## src/rtl/sprite_line_scanout_pkg.sv

```systemverilog
// Shared sprite line buffer constants and the scan-out state encoding.
package sprite_line_scanout_pkg;

    localparam int unsigned LB_ADDR_WIDTH = 10;
    localparam int unsigned LB_DATA_WIDTH = 9;
    localparam int unsigned LINE_LEN      = 288;

    localparam logic [LB_DATA_WIDTH-1:0] CLEAR_VAL = 9'h000;

    typedef enum logic [1:0] {
        ST_DONE    = 2'd0,
        ST_SCAN_RD = 2'd1,
        ST_SCAN_WB = 2'd2
    } scan_state_e;

endpackage

```

## src/rtl/sprite_line_scanout_if.sv

```systemverilog
// Port B of the dual-port sprite line buffer RAM.
interface sprite_line_scanout_if
    import sprite_line_scanout_pkg::*;
#(
    parameter int unsigned ADDR_WIDTH = LB_ADDR_WIDTH,
    parameter int unsigned DATA_WIDTH = LB_DATA_WIDTH
);

    logic [ADDR_WIDTH-1:0] lb_address;
    logic [DATA_WIDTH-1:0] lb_data;
    logic                  lb_enable;
    logic                  lb_wren;
    logic [DATA_WIDTH-1:0] lb_q;

    modport master (
        output lb_address,
        output lb_data,
        output lb_enable,
        output lb_wren,
        input  lb_q
    );

    modport slave (
        input  lb_address,
        input  lb_data,
        input  lb_enable,
        input  lb_wren,
        output lb_q
    );

endinterface

```

## src/rtl/sprite_line_scanout.sv

```systemverilog
// Ping-pong sprite line buffer read side: scans one bank out at pixel rate
// and clears each location right after it is read.
module sprite_line_scanout #(
    parameter int unsigned             ADDR_WIDTH = sprite_line_scanout_pkg::LB_ADDR_WIDTH,
    parameter int unsigned             DATA_WIDTH = sprite_line_scanout_pkg::LB_DATA_WIDTH,
    parameter int unsigned             LINE_LEN   = sprite_line_scanout_pkg::LINE_LEN,
    parameter logic [DATA_WIDTH-1:0]   CLEAR_VAL  = sprite_line_scanout_pkg::CLEAR_VAL
) (
    input  logic                  clock,
    input  logic                  reset,
    input  logic                  ce_pix,
    input  logic                  line_start,
    output logic                  rd_bank,
    output logic                  wr_bank,
    output logic [DATA_WIDTH-1:0] pix_out,
    output logic                  pix_opaque,
    output logic                  pix_valid,
    sprite_line_scanout_if.master lb
);

    import sprite_line_scanout_pkg::*;

    localparam int unsigned XW = ADDR_WIDTH - 1;
    localparam logic [XW-1:0] X_LAST = XW'(LINE_LEN - 1);

    scan_state_e           state, state_n;
    logic [XW-1:0]         x, x_n;
    logic                  bank_n;
    logic [DATA_WIDTH-1:0] pix_n;
    logic                  opaque_n;
    logic                  valid_n;
    logic                  rd_req;

    // State, scan position, bank select and pixel output registers
    always_ff @(posedge clock) begin
        if (reset) begin
            state      <= ST_DONE;
            x          <= '0;
            rd_bank    <= 1'b0;
            pix_out    <= CLEAR_VAL;
            pix_opaque <= 1'b0;
            pix_valid  <= 1'b0;
        end else begin
            state      <= state_n;
            x          <= x_n;
            rd_bank    <= bank_n;
            pix_out    <= pix_n;
            pix_opaque <= opaque_n;
            pix_valid  <= valid_n;
        end
    end

    // Next-state and next-output logic
    always_comb begin
        state_n  = state;
        x_n      = x;
        bank_n   = rd_bank;
        pix_n    = pix_out;
        opaque_n = pix_opaque;
        valid_n  = 1'b0;
        rd_req   = 1'b0;

        case (state)
            ST_SCAN_RD: begin
                if (ce_pix) begin
                    rd_req  = 1'b1;
                    state_n = ST_SCAN_WB;
                end
            end
            ST_SCAN_WB: begin
                pix_n    = lb.lb_q;
                opaque_n = (lb.lb_q != CLEAR_VAL);
                valid_n  = 1'b1;
                if (x == X_LAST) begin
                    x_n     = '0;
                    state_n = ST_DONE;
                end else begin
                    x_n     = x + XW'(1);
                    state_n = ST_SCAN_RD;
                end
            end
            ST_DONE: begin
                state_n = ST_DONE;
            end
            default: begin
                state_n = ST_DONE;
            end
        endcase

        // A new line overrides the normal transition; the current cycle's
        // RAM access still completes because it is decoded from state.
        if (line_start) begin
            state_n = ST_SCAN_RD;
            x_n     = '0;
            bank_n  = ~rd_bank;
        end
    end

    assign wr_bank       = ~rd_bank;
    assign lb.lb_address = {rd_bank, x};
    assign lb.lb_data    = CLEAR_VAL;
    assign lb.lb_wren    = (state == ST_SCAN_WB);
    assign lb.lb_enable  = rd_req | (state == ST_SCAN_WB);

endmodule
```

## src/flat_wrapper.sv

```systemverilog
// flat-port wrapper written by rule: the top's interface ports become plain ports
module sprite_line_scanout_flat import sprite_line_scanout_pkg::*;
#(
    parameter int unsigned             ADDR_WIDTH = sprite_line_scanout_pkg::LB_ADDR_WIDTH,
    parameter int unsigned             DATA_WIDTH = sprite_line_scanout_pkg::LB_DATA_WIDTH,
    parameter int unsigned             LINE_LEN   = sprite_line_scanout_pkg::LINE_LEN,
    parameter logic [DATA_WIDTH-1:0]   CLEAR_VAL  = sprite_line_scanout_pkg::CLEAR_VAL
)
  (clock, reset, ce_pix, line_start, rd_bank, wr_bank, pix_out, pix_opaque, pix_valid, lb_lb_address, lb_lb_data, lb_lb_enable, lb_lb_wren, lb_lb_q);
  sprite_line_scanout_if #(.ADDR_WIDTH(ADDR_WIDTH), .DATA_WIDTH(DATA_WIDTH)) lb_i ();
  input  logic clock;
  input  logic reset;
  input  logic ce_pix;
  input  logic line_start;
  output logic rd_bank;
  output logic wr_bank;
  output logic [DATA_WIDTH-1:0] pix_out;
  output logic pix_opaque;
  output logic pix_valid;
  output wire logic [$bits(lb_i.lb_address)-1:0] lb_lb_address;
  output wire logic [$bits(lb_i.lb_data)-1:0] lb_lb_data;
  output wire logic [$bits(lb_i.lb_enable)-1:0] lb_lb_enable;
  output wire logic [$bits(lb_i.lb_wren)-1:0] lb_lb_wren;
  input wire logic [$bits(lb_i.lb_q)-1:0] lb_lb_q;
  assign lb_lb_address = lb_i.lb_address;
  assign lb_lb_data = lb_i.lb_data;
  assign lb_lb_enable = lb_i.lb_enable;
  assign lb_lb_wren = lb_i.lb_wren;
  assign lb_i.lb_q = lb_lb_q;
  sprite_line_scanout #(.ADDR_WIDTH(ADDR_WIDTH), .DATA_WIDTH(DATA_WIDTH), .LINE_LEN(LINE_LEN), .CLEAR_VAL(CLEAR_VAL)) u_core (.clock(clock), .reset(reset), .ce_pix(ce_pix), .line_start(line_start), .rd_bank(rd_bank), .wr_bank(wr_bank), .pix_out(pix_out), .pix_opaque(pix_opaque), .pix_valid(pix_valid), .lb(lb_i));
endmodule
```

## config.mk

```make
export PLATFORM = sky130hd
export DESIGN_NAME = sprite_line_scanout_flat
export DESIGN_NICKNAME = d
export VERILOG_FILES = /design/src/rtl/sprite_line_scanout_pkg.sv /design/src/rtl/sprite_line_scanout_if.sv /design/src/rtl/sprite_line_scanout.sv /design/src/flat_wrapper.sv
export SDC_FILE = /design/constraint.sdc
export NUM_CORES = 1
export LEC_CHECK = 0
export ABC_CLOCK_PERIOD_IN_PS = 3600
export BUFFER_PORTS_ARGS = -buffer_cell sky130_fd_sc_hd__buf_2
export CORE_UTILIZATION = 50
export CTS_BUF_LIST = sky130_fd_sc_hd__clkbuf_4 sky130_fd_sc_hd__clkbuf_8
export CTS_CLUSTER_DIAMETER = 120
export DETAILED_ROUTE_END_ITERATION = 16
export PLACE_DENSITY = 0.82
export SLEW_MARGIN = 20
export SYNTH_ARGS = -nofsm -noshare
export SYNTH_HDL_FRONTEND = slang
export SYNTH_SLANG_ARGS = --single-unit
```

## constraint.sdc

```tcl
create_clock -name clock -period 3.6 [get_ports clock]
set_input_delay 0.54 -clock clock [delete_from_list [all_inputs] [get_ports clock]]
set_output_delay 0.54 -clock clock [all_outputs]
set_load 0.05 [all_outputs]
```

==> results.md, run 1 <==
- Post-route clock skew: between 0.008 and 0.009 ns
- Number of nets still failing antenna checks after routing: 0
- Post_cts resized: 0
- Setup total negative slack: 0 ns
- Number of global-route vias before repair: 758
- Fraction of registers with async set or reset after synthesis: 0%
- GRT Overall Usage: 19.5%
- HP Class: in2reg
- Count of flip-flops with a built-in enable after synthesis: 0
- Post-CTS repair timing setup buffer count: 0
- Sequential cell area: 460 um2
- Finish-stage setup viols: 0
- Total of flip-flops plus latches after synthesis: 23
- Endpoint type of the worst setup path: output port
- Die area: between 2000 and 2500 um2
- Number of buffer and inverter instances along the worst setup path: 2
- Kind of critical path: reg2out
- Global-route wire length before repair: 3.11 mm
- Root buffer cell: sky130_fd_sc_hd__clkbuf_4
- Layout cell share with drive strength beyond 1: a little over a quarter
- Predominant post-synthesis flop cell: sky130_fd_sc_hd__dfxtp_1
- Slowest stage cell, crit path: sky130_fd_sc_hd__nand2b_1
- Crit path max-delay family: buffers and inverters
- Cell variety after synth: 34
- Register-to-register path setup slack: 1.89 ns
- Design Area, Final: around 1200 um2
- Filler instances: between 150 and 200
- Post-synthesis average cell area: 8.37 um2
- Peak per-stage delay on the critical path: approximately 0.58 ns
- Clk_lat worst skew: 0.31 ns
- Placement-stage cell area: about 1200 um2
- Ant. Diodes: 0
- Starting DRT DRC Count: 17
- Core outline area: between 1500 and 2000 um2
- Largest net degree at the start of global routing: 23
- Hold-fix buffer count after cts: 0
- Post-synthesis cell area: 1050 um2
- Synth Instances: 125
- Share of synthesized area occupied by flip-flops and latches: 44.0%
- Number of warning messages in the yosys log: 0
- Synth-to-Final Area Change: 16.1%
- FF-to-FF End: u_core.pix_opaque
- Startpoint of the lowest-slack register-to-register path: u_core.state[0]
- Clock Sink Count: 23
- Starting utilization of the core area: 53.3%
- Worst path cell trace: nand2b_1 > inv_1 > buf_2
- Startpoint of the tightest hold check path: lb_lb_q[5]
- Ratio of final minimum period to clock period: between 60% and 70%
- Sum of overflow across all layers after global routing: 0
- Dpl hpwl: 1.50 mm
- Unrepaired setup endpoints after global routing: false
- Post-layout minimum cycle time: 2.50 ns
- Standard-cell row count: 16
- H-tree depth: 1
- Worst vdd rail ir drop: 0.000277 V
- Number of failing hold endpoints at the final stage: 0
- Top Ports: 47
- Arrival time at the worst endpoint: 1.96 ns
- Port buffer count: 37
- Result of the run: finished, final reports clean
- WP data required: around 3.1 ns
- Leakage power figure: 0.532 nW
- Maximum clock frequency: 400 MHz
- Die W: 47.7 um
- Number of instances on the worst hold path: 3
- Gp weighted congestion: 0.748
- Length in cells of the worst reg-to-reg path: 3
- Vertical extent of the die: around 48 um
- Total iterations of the first detailed-routing run: 4
- Nets: 174
- Initial antenna violation count: 0
- Aggregate routed wire length: 1.98 mm
- Max-slew headroom at the worst pin: 52.6%
- Number of max-cap violations: 0
- Clock edge transition at the registers on the reported setup and hold paths: 0.12 ns
- Hold Path Sink: u_core.pix_out[5]
- Category of the worst setup path launch point: register
- Number of buffers added by the clock tree synthesis step: 3
- Tightest Pin Transition: around 0.71 ns
- Final cell utilization of the core: 61.9%
- Via count: about 970
- Cell area power density: roughly 370 nW/um2
- Wire length per cell: roughly 11 um
- Residual DRC: 0
- Vias per inst: just over 5
- Critical-path maximum fanout: 22
- Area of combinational cells with multiple inputs: just under 500 um2
- Count of pins over their slew limit: 0
- TritonCTS clock tree: done
- Number of buffers on the longest clock path: 2
==> power by group <==
part / switching, W / internal, W / leakage [nW]
combinational: 0.0000571 / 0.0000144 / 0.328
sequential: 0.00000291 / 0.000258 / 0.186
clock: 0.0000748 / 0.0000415 / 0.0177
total: 0.000135 / 0.000314 / 0.532
==> flip-flops by register name (all words and copies together) (netlist names) <==
name / count
u_core.pix_out: 9
u_core.x: 9
u_core.state: 2
u_core.pix_opaque: 1
u_core.pix_valid: 1
u_core.rd_bank: 1
==> per-layer routing <==
| layer | vias up | wire, um | global-route usage, % |
|---|---|---|---|
| li1 | 484 | - | - |
| met1 | 440 | 926 | 24.8 |
| met2 | 41 | 907 | 31.4 |
| met3 | 2 | 127 | 4.91 |
| met4 | 0 | 18 | 8.33 |
| met5 | - | 0 | 0 |
==> stage by stage <==
stage | worst slack (ns) | instances | total power [W] | hold slack, ns
final | 1.10 | 186 | 0.000449 | 0.460
after global routing | 0.899 | 186 | 0.000471 | 0.454
after CTS | 1.10 | 186 | 0.000453 | 0.452
after detailed placement | 1.45 | 182 | 0.000338 | 0.447
after global placement | 1.51 | 182 | 0.000337 | 0.447
after floorplan | 1.83 | 133 | 0.000332 | 0.484
==> cells in the final DEF (no fill, tap or decap), types with 2 or more instances in the layout <==
cell type | netlist | final
sky130_fd_sc_hd__a211oi_1 | 2 | 2
sky130_fd_sc_hd__a21oi_1 | 12 | 12
sky130_fd_sc_hd__a31oi_1 | 2 | 2
sky130_fd_sc_hd__buf_2 | 2 | 37
sky130_fd_sc_hd__clkbuf_4 | 0 | 3
sky130_fd_sc_hd__conb_1 | 1 | 9
sky130_fd_sc_hd__dfxtp_1 | 23 | 23
sky130_fd_sc_hd__inv_1 | 3 | 3
sky130_fd_sc_hd__nand2_1 | 23 | 23
sky130_fd_sc_hd__nand3b_1 | 2 | 2
sky130_fd_sc_hd__nor2_1 | 8 | 8
sky130_fd_sc_hd__nor3_1 | 3 | 3
sky130_fd_sc_hd__o21ai_0 | 4 | 4
sky130_fd_sc_hd__o31ai_1 | 2 | 2
sky130_fd_sc_hd__or3_1 | 5 | 5
sky130_fd_sc_hd__or4_1 | 3 | 3
sky130_fd_sc_hd__xnor2_1 | 2 | 2
==> final cells by class <==
| cell class | instances | share of cell area (%) |
|---|---|---|
| clock buffers | 3 | 1.85 |
| inverters | 3 | 0.927 |
| multi-input cells | 92 | 40.9 |
| repair buffers | 37 | 15.2 |
| well taps | 27 | 2.78 |
| clock inverters | 1 | 0.412 |
| flip-flops and latches | 23 | 37.9 |
==> worst register-to-register path: cells and delay by family (launching register included) <==
kind,cells,cell delay (ns)
DFF,1,0.38
buffers and inverters,1,0.38
AOI/OAI and AO/OA,1,0.30
and+or+nand+nor,1,0.58
==> worst max-delay path by stage <==
stage / start / to / slack (ns) / cells past startpoint
final: u_core.state[0] / lb_lb_wren / 1.10 / 3
after global routing: u_core.state[0] / lb_lb_wren / 0.90 / 3
after CTS: u_core.state[0] / lb_lb_wren / 1.10 / 3
after detailed placement: u_core.state[0] / lb_lb_wren / 1.45 / 3
after global placement: u_core.state[0] / lb_lb_wren / 1.51 / 3
after floorplan: u_core.x[0] / u_core.x[8] / 1.83 / 4
==> synthesized netlist by cell type (2+ instances only) <==
cell | number | share of area [%]
sky130_fd_sc_hd__o21ai_0 | 4 | 1.9
sky130_fd_sc_hd__or4_1 | 3 | 2.2
sky130_fd_sc_hd__o31ai_1 | 2 | 1.4
sky130_fd_sc_hd__inv_1 | 3 | 1.1
sky130_fd_sc_hd__nor3_1 | 3 | 1.4
sky130_fd_sc_hd__or3_1 | 5 | 3.0
sky130_fd_sc_hd__nor2_1 | 8 | 2.9
sky130_fd_sc_hd__a211oi_1 | 2 | 1.4
sky130_fd_sc_hd__dfxtp_1 | 23 | 44
sky130_fd_sc_hd__xnor2_1 | 2 | 1.7
sky130_fd_sc_hd__buf_2 | 2 | 0.96
sky130_fd_sc_hd__a31oi_1 | 2 | 1.2
sky130_fd_sc_hd__buf_4 | 11 | 7.9
sky130_fd_sc_hd__a21oi_1 | 12 | 5.7
sky130_fd_sc_hd__nand3b_1 | 2 | 1.4
sky130_fd_sc_hd__nand2_1 | 23 | 8.3
==> kinds of logic (layout without fill, tap and decap cells) <==
group	after synthesis	count (layout)	synth area share, %
compound gates	27	27	15.8
flops	23	23	44.0
simple gates	53	53	25.6
buf+inv	18	44	11.4
other cells	1	9	0.359
xor+xnor	2	2	1.67
fa+ha+maj	1	1	1.20
No activity file was read; power rests on OpenSTA's default activity.
==> inputs of run 2 (changes only) <==
--- a/config.mk
+++ b/config.mk
@@ -5,13 +5,14 @@
 export SDC_FILE = /design/constraint.sdc
 export NUM_CORES = 1
 export LEC_CHECK = 0
-export ABC_CLOCK_PERIOD_IN_PS = 3600
+export ABC_AREA = 1
+export ABC_CLOCK_PERIOD_IN_PS = 2600
 export BUFFER_PORTS_ARGS = -buffer_cell sky130_fd_sc_hd__buf_2
-export CORE_UTILIZATION = 50
+export CORE_UTILIZATION = 49
 export CTS_BUF_LIST = sky130_fd_sc_hd__clkbuf_4 sky130_fd_sc_hd__clkbuf_8
 export CTS_CLUSTER_DIAMETER = 120
 export DETAILED_ROUTE_END_ITERATION = 16
-export PLACE_DENSITY = 0.82
+export PLACE_DENSITY = 0.8
 export SLEW_MARGIN = 20
 export SYNTH_ARGS = -nofsm -noshare
 export SYNTH_HDL_FRONTEND = slang
==> constraint.sdc (replaced) <==
create_clock -name clock -period 2.6 [get_ports clock]
set_input_delay 0.39 -clock clock [delete_from_list [all_inputs] [get_ports clock]]
set_output_delay 0.39 -clock clock [all_outputs]
set_load 0.05 [all_outputs]
==> run 2 against run 1 <==
Net effect: flip-flop and latch count unchanged; die area increased by 8.7%; worst setup slack got worse by 0.31 ns; synthesized area increased by 6.9%; critical path depth increased by 1; first-iteration DRC count increased by 29%; non-clock buffer count increased by 1; clock-buffer cell count increased by 1; power increased by 43%; clock power increased by 51%; sequential share of layout area decreased by 2.5 points; critical path type unchanged; largest cell class unchanged.
==> results.md, run 2 <==
- Number of nets still failing antenna checks after routing: 0 (unchanged)
- Design Area, Final: 1300 um2 (+7.0%)
- Leading cell types by count after synthesis: 41 x sky130_fd_sc_hd__nor2_1, 25 x sky130_fd_sc_hd__nand2_1, 23 x sky130_fd_sc_hd__dfxtp_1
- Final setup margin: 0.794 ns (-0.308 ns)
- Fraction of post-synthesis cell area in the top cell type by area: 41.2% (-2.9 points)
- Leakage power figure: 0.614 nW (+15%)
- Port buffer count: 37 (unchanged)
- WP data required: 2.21 ns (-0.85 ns)
- Synth Instances: 158 (+26%)
- Wire length per cell: 10.1 um (-5.2%)
- Dpl hpwl: 1.73 mm (+15%)
- Most used standard cell by instance count after synthesis: sky130_fd_sc_hd__nor2_1
- Number of global-route vias before repair: 937 (+24%)
- Worst vdd rail ir drop: 0.000322 V (+16%)
- Number of warning messages in the yosys log: 0 (unchanged)
- Residual DRC: 0 (unchanged)
- TritonCTS clock tree: done
- Predominant post-synthesis flop cell: sky130_fd_sc_hd__dfxtp_1
- Kind of critical path: reg2out
- Total of flip-flops plus latches after synthesis: 23 (unchanged)
- HP Class: in2reg
- Fraction of registers with async set or reset after synthesis: 0% (unchanged)
- Post-layout minimum cycle time: 1.81 ns
- H-tree depth: 1 (unchanged)
- Maximum clock frequency: between 500 and 600 MHz
- Top Ports: 47 (unchanged)
- Number of failing hold endpoints at the final stage: 0 (unchanged)
- Number of buffers added by the clock tree synthesis step: 3 (unchanged)
- Count of flip-flops with a built-in enable after synthesis: 0 (unchanged)
- Core outline area: 2060 um2 (+5.1%)
- Die area: 2480 um2 (+8.7%)
- Share of synthesized area occupied by flip-flops and latches: 41.2% (-2.9 points)
- Cell area power density: 494 nW/um2 (+34%)
- Via count: 1066 (+10%)
- Cell variety after synth: 22 (-35%)
- Main area contributors after synthesis: sky130_fd_sc_hd__dfxtp_1 41%, sky130_fd_sc_hd__nor2_1 14%, sky130_fd_sc_hd__nand2_1 8.4%
- Initial antenna violation count: 0 (unchanged)
- Critical-path maximum fanout: 21 (-4.5%)
- Commonest cells after routing, fill and taps aside: 41 x sky130_fd_sc_hd__nor2_1, 37 x sky130_fd_sc_hd__buf_2, 25 x sky130_fd_sc_hd__nand2_1
- Number of instances on the worst hold path: 2 (-1)
- Registers with the most flip-flops: u_core.pix_out x9, u_core.x x9, u_core.state x2
- Number of buffers on the longest clock path: 2 (unchanged)
- Length in cells of the worst reg-to-reg path: 6 (+3)
- Root buffer cell: sky130_fd_sc_hd__clkbuf_4
- Category of the worst setup path launch point: register
- Setup slack at placement: 1.15 ns (-0.307 ns)
- Starting utilization of the core area: 54.2% (+0.93 points)
- Count of pins over their slew limit: 0 (unchanged)
- Clock Sink Count: 23 (unchanged)
- Largest net degree at the start of global routing: 22 (-4.3%)
- Ratio of final minimum period to clock period: between 60% and 70%
- Unrepaired setup endpoints after global routing: false
- Global-route wire length before repair: 3.83 mm (+23%)
- Hold-fix buffer count after cts: 0 (unchanged)
- Finish-stage setup viols: 0 (unchanged)
- Most common cell after layout, fill and taps aside: sky130_fd_sc_hd__nor2_1
- Result of the run: finished, final reports clean
- Endpoint type of the worst setup path: output port
- Aggregate routed wire length: 2.23 mm (+13%)
- Ant. Diodes: 0 (unchanged)
- Synth-to-Final Area Change: 16.2% (about the same)
- Post_cts resized: 0 (unchanged)
- Post-synthesis cell area: 1120 um2 (+6.9%)
- GRT Overall Usage: 20.1% (+0.58 points)
- Number of max-cap violations: 0 (unchanged)
- Post-synthesis cell type with the largest combined area: sky130_fd_sc_hd__dfxtp_1
- Starting DRT DRC Count: 22 (+5)
- Layout cell share with drive strength beyond 1: 25.8% (-1.3 points)
- Setup total negative slack: 0 ns (unchanged)
- Vias per inst: 4.82 (-7.2%)
- Sum of overflow across all layers after global routing: 0 (unchanged)
- Total iterations of the first detailed-routing run: 4 (unchanged)
- Post-synthesis average cell area: 7.08 um2 (-15%)
- Gp weighted congestion: 0.867 (+16%)
- Nets: 209 (+20%)
- Clk_lat worst skew: 0.30 ns (about the same)
- Die W: 49.8 um (+4.3%)
- Post-route clock skew: 0.00255 ns (-0.00554 ns)
- Placement-stage cell area: 1270 um2 (+7.0%)
- Post-CTS repair timing setup buffer count: 0 (unchanged)
- Arrival time at the worst endpoint: 1.42 ns (-0.54 ns)
- Clock edge transition at the registers on the reported setup and hold paths: 0.12 ns (about the same)
- Standard-cell row count: 16 (unchanged)
- Vertical extent of the die: 49.8 um (+4.3%)
-- run 2: critical path, stage by stage (launching register included) --
cell	delay (ns)
sky130_fd_sc_hd__dfxtp_1	0.41
sky130_fd_sc_hd__inv_2	0.08
sky130_fd_sc_hd__nor2_4	0.07
sky130_fd_sc_hd__buf_4	0.24
sky130_fd_sc_hd__buf_2	0.31
-- run 2: through the flow --
stage / instances / util (%) / hold WS [ns] / total power (W)
after floorplan: 166 / - / 0.459 / 0.000465
after global placement: 217 / 61.6 / 0.459 / 0.000474
after detailed placement: 217 / 61.6 / 0.473 / 0.000476
after CTS: 221 / 63.0 / 0.262 / 0.000650
after global routing: 221 / 63.0 / 0.272 / 0.000672
final: 221 / 63.0 / 0.280 / 0.000643
-- run 2: where the power goes --
group | leakage (nW) | switching [W] | internal, W
logic | 0.409 | 0.0000839 | 0.0000210
registers | 0.186 | 0.00000442 | 0.000359
clock network | 0.0184 | 0.000104 | 0.0000702
-- run 2: path summary, 6_finish.rpt --
kind,start,end,slack [ns]
hold reg to reg,u_core.pix_out[3],u_core.pix_out[3],0.50
setup / recovery,u_core.state[1],lb_lb_wren,0.79
setup reg to reg,u_core.x[1],u_core.x[5],1.30
hold / removal,reset,u_core.pix_valid,0.28
-- run 2: final cells by class --
cell class	count	area (um2)
timing repair buffer	38	193
fill	211	762
tap	27	33.8
clock buffer	4	30.0
multi-input combinational	114	527
inverter	15	56.3
sequential	23	460
-- run 2: logic make-up (layout without fill, tap and decap cells) --
group | after synthesis | after routing | synth area share, %
buffers and inverters | 29 | 57 | 14.4
adders and majority gates | 1 | 1 | 1.12
DFF | 23 | 23 | 41.2
xor gates and xnor gates | 3 | 3 | 2.35
other | 1 | 9 | 0.335
AOI/OAI and AO/OA | 18 | 18 | 8.17
and+or+nand+nor | 83 | 83 | 32.4
-- run 2: metal layers --
layer  vias to the layer above  GRT usage [%]  share of wire, %
li1                        544              -                 -
met1                       483           23.7                45
met2                        37           33.8                50
met3                         2           4.32               5.0
met4                         0           10.5              0.54
met5                         -              0                 0
==> inputs of run 3 (changes only) <==
--- a/config.mk
+++ b/config.mk
@@ -6,13 +6,13 @@
 export NUM_CORES = 1
 export LEC_CHECK = 0
 export ABC_AREA = 1
-export ABC_CLOCK_PERIOD_IN_PS = 2600
+export ABC_CLOCK_PERIOD_IN_PS = 1490
 export BUFFER_PORTS_ARGS = -buffer_cell sky130_fd_sc_hd__buf_2
-export CORE_UTILIZATION = 49
+export CORE_UTILIZATION = 44
 export CTS_BUF_LIST = sky130_fd_sc_hd__clkbuf_4 sky130_fd_sc_hd__clkbuf_8
 export CTS_CLUSTER_DIAMETER = 120
 export DETAILED_ROUTE_END_ITERATION = 16
-export PLACE_DENSITY = 0.8
+export PLACE_DENSITY = 0.75
 export SLEW_MARGIN = 20
 export SYNTH_ARGS = -nofsm -noshare
 export SYNTH_HDL_FRONTEND = slang
==> constraint.sdc (replaced) <==
create_clock -name clock -period 1.49 [get_ports clock]
set_input_delay 0.2235 -clock clock [delete_from_list [all_inputs] [get_ports clock]]
set_output_delay 0.2235 -clock clock [all_outputs]
set_load 0.05 [all_outputs]
==> run 3 against run 2 <==
Net effect: clock skew increased by 0.0049 ns; highest routed layer unchanged; register-to-register slack got worse by 1.0 ns; wire length fell by 0.63%; non-clock buffer count increased by 3.
==> results.md, run 3 (same netlist as run 2, synthesis figures left out) <==
- Count of pins over their slew limit: 0 (unchanged)
- Total iterations of the first detailed-routing run: 4 (unchanged)
- Nets: 212 (+1.4%)
- Leakage power figure: 0.624 nW (+1.7%)
- Startpoint of the tightest hold check path: reset
- Hold-fix buffer count after cts: 0 (unchanged)
- Setup slack at placement: 0.313 ns (-0.832 ns)
- Initial antenna violation count: 0 (unchanged)
- Number of failing hold endpoints at the final stage: 0 (unchanged)
- Number of max-cap violations: 0 (unchanged)
- Finish-stage setup viols: 0 (unchanged)
- Layout cell share with drive strength beyond 1: 28.4% (+2.7 points)
- Startpoint of the lowest-slack register-to-register path: u_core.x[1]
- HP Class: in2reg
- Die area: 2750 um2 (+11%)
- H-tree depth: 1 (unchanged)
- FF-to-FF End: u_core.x[8]
- Worst vdd rail ir drop: 0.000692 V (+120%)
- Number of buffers on the longest clock path: 2 (unchanged)
- Critical-path maximum fanout: 3 (-86%)
- Total instance count after detailed placement: 219 (+0.92%)
- Number of global-route vias before repair: 888 (-5.2%)
- Clk_lat worst skew: 0.32 ns (+0.02 ns)
- Category of the worst setup path launch point: register
- Vertical extent of the die: 52.4 um (+5.3%)
- Register-to-register path setup slack: 0.28 ns (-1.02 ns)
- TritonCTS clock tree: done
- Clock Sink Count: 23 (unchanged)
- Residual DRC: 0 (unchanged)
- Dpl hpwl: 1.73 mm (+0.28%)
- Sum of internal, switching and leakage power: 0.00112 W (+74%)
- Number of buffers added by the clock tree synthesis step: 3 (unchanged)
- Unrepaired setup endpoints after global routing: false
- Post-layout minimum cycle time: 1.40 ns
- Cell area power density: 841 nW/um2 (+70%)
- Port buffer count: 37 (unchanged)
- Number of nets still failing antenna checks after routing: 0 (unchanged)
- Aggregate routed wire length: 2.22 mm (-0.63%)
- Clock edge transition at the registers on the reported setup and hold paths: 0.13 ns (about the same)
- Endpoint type of the worst setup path: output port
- Worst hold slack after final layout: 0.0849 ns (-0.195 ns)
- Post-route insts no fill: 225 (+1.8%)
- Post-route clock skew: 0.00744 ns (+0.00489 ns)
- Maximum clock frequency: 715 MHz
- Most common cell after layout, fill and taps aside: sky130_fd_sc_hd__nor2_1
- Root buffer cell: sky130_fd_sc_hd__clkbuf_4
- Commonest cells after routing, fill and taps aside: 41 x sky130_fd_sc_hd__nor2_1, 36 x sky130_fd_sc_hd__buf_2, 25 x sky130_fd_sc_hd__nand2_1
- Starting utilization of the core area: 48.7% (-5.6 points)
- Die W: 52.4 um (+5.3%)
- Synth-to-Final Area Change: 18.9%
- Top Ports: 47 (unchanged)
- Length in cells of the worst reg-to-reg path: 6 (unchanged)
- Kind of critical path: reg2out
- Setup total negative slack: 0 ns (unchanged)
- Result of the run: finished, final reports clean
- Via count: 1034 (-3.0%)
- Largest net degree at the start of global routing: 17 (-23%)
- WP data required: 1.27 ns (-0.94 ns)
- Hold Path Sink: u_core.pix_valid
- Final setup margin: 0.0914 ns (-0.703 ns)
- Number of instances on the worst hold path: 2 (unchanged)
- Filler instances: 226 (+7.1%)
- Core outline area: 2300 um2 (+11%)
- Vias per inst: 4.60 (-4.7%)
- Registers with the most flip-flops: u_core.pix_out x9, u_core.x x9, u_core.state x2
- Arrival time at the worst endpoint: 1.18 ns (-0.24 ns)
- Sum of overflow across all layers after global routing: 0 (unchanged)
- GRT Overall Usage: 17.6% (-2.5 points)
- Wire length per cell: 9.85 um (-2.4%)
- Ratio of final minimum period to clock period: 93.9%
- Gp weighted congestion: 0.856 (-1.2%)
- Standard-cell row count: 17 (+1)
- Global-route wire length before repair: 3.59 mm (-6.1%)
- Starting DRT DRC Count: 12 (-45%)
- Ant. Diodes: 0 (unchanged)
-- run 3: worst max-delay path: stages (launching register included) --
cell and delay (ns):
sky130_fd_sc_hd__dfxtp_1 0.41, sky130_fd_sc_hd__inv_2 0.08, sky130_fd_sc_hd__nor2_4 0.10, sky130_fd_sc_hd__buf_2 0.28
-- run 3: layout make-up --
type / count / area (um2) / share of cell area (%)
clock buffer: 3 / 22.5 / 1.69
clock inverter: 1 / 7.51 / 0.564
inverter: 15 / 56.3 / 4.23
multi-input combinational: 114 / 527 / 39.6
sequential: 23 / 464 / 34.9
tap: 28 / 35.0 / 2.63
timing repair buffer: 41 / 218 / 16.4
-- run 3: through the flow --
step | utilization [%] | cell area, um2
final | 57.9 | 1330
after global routing | 57.9 | 1330
after CTS | 57.1 | 1310
after detailed placement | 55.8 | 1280
after global placement | 55.8 | 1280
after floorplan | - | 1150
-- run 3: how the worst max path moves through the flow --
stage,startpoint,end,cells after the start
2_1_floorplan,u_core.rd_bank,u_core.rd_bank,3
3_3_place_gp,u_core.x[1],u_core.x[3],6
3_5_place_dp,u_core.x[1],u_core.x[6],6
4_1_cts,u_core.state[0],lb_lb_enable,4
5_1_grt,u_core.state[1],lb_lb_wren,3
6_report,u_core.state[1],lb_lb_wren,3
-- run 3: layer usage --
metal	GRT usage (%)	wire, um
met1	19.9	1020
met2	31.6	1030
met3	5.80	154
met4	3.95	15
met5	0	0
-- run 3: report_power, final --
group | internal, W | leakage [nW] | total [W] | switching (W)
Clock | 0.000103 | 0.0139 | 0.000299 | 0.000196
Combinational | 0.0000389 | 0.423 | 0.000185 | 0.000146
Sequential | 0.000626 | 0.187 | 0.000634 | 0.00000777
Total | 0.000768 | 0.624 | 0.00112 | 0.000350
-- run 3: what timing repair did --
| item | CTS | global route |
|---|---|---|
| gates cloned | 0 | 0 |
| buffers inserted | 0 | 2 |
| pin swaps | 0 | 1 |
| resized for setup | 1 | 1 |
| setup endpoints to repair | 1 | 1 |
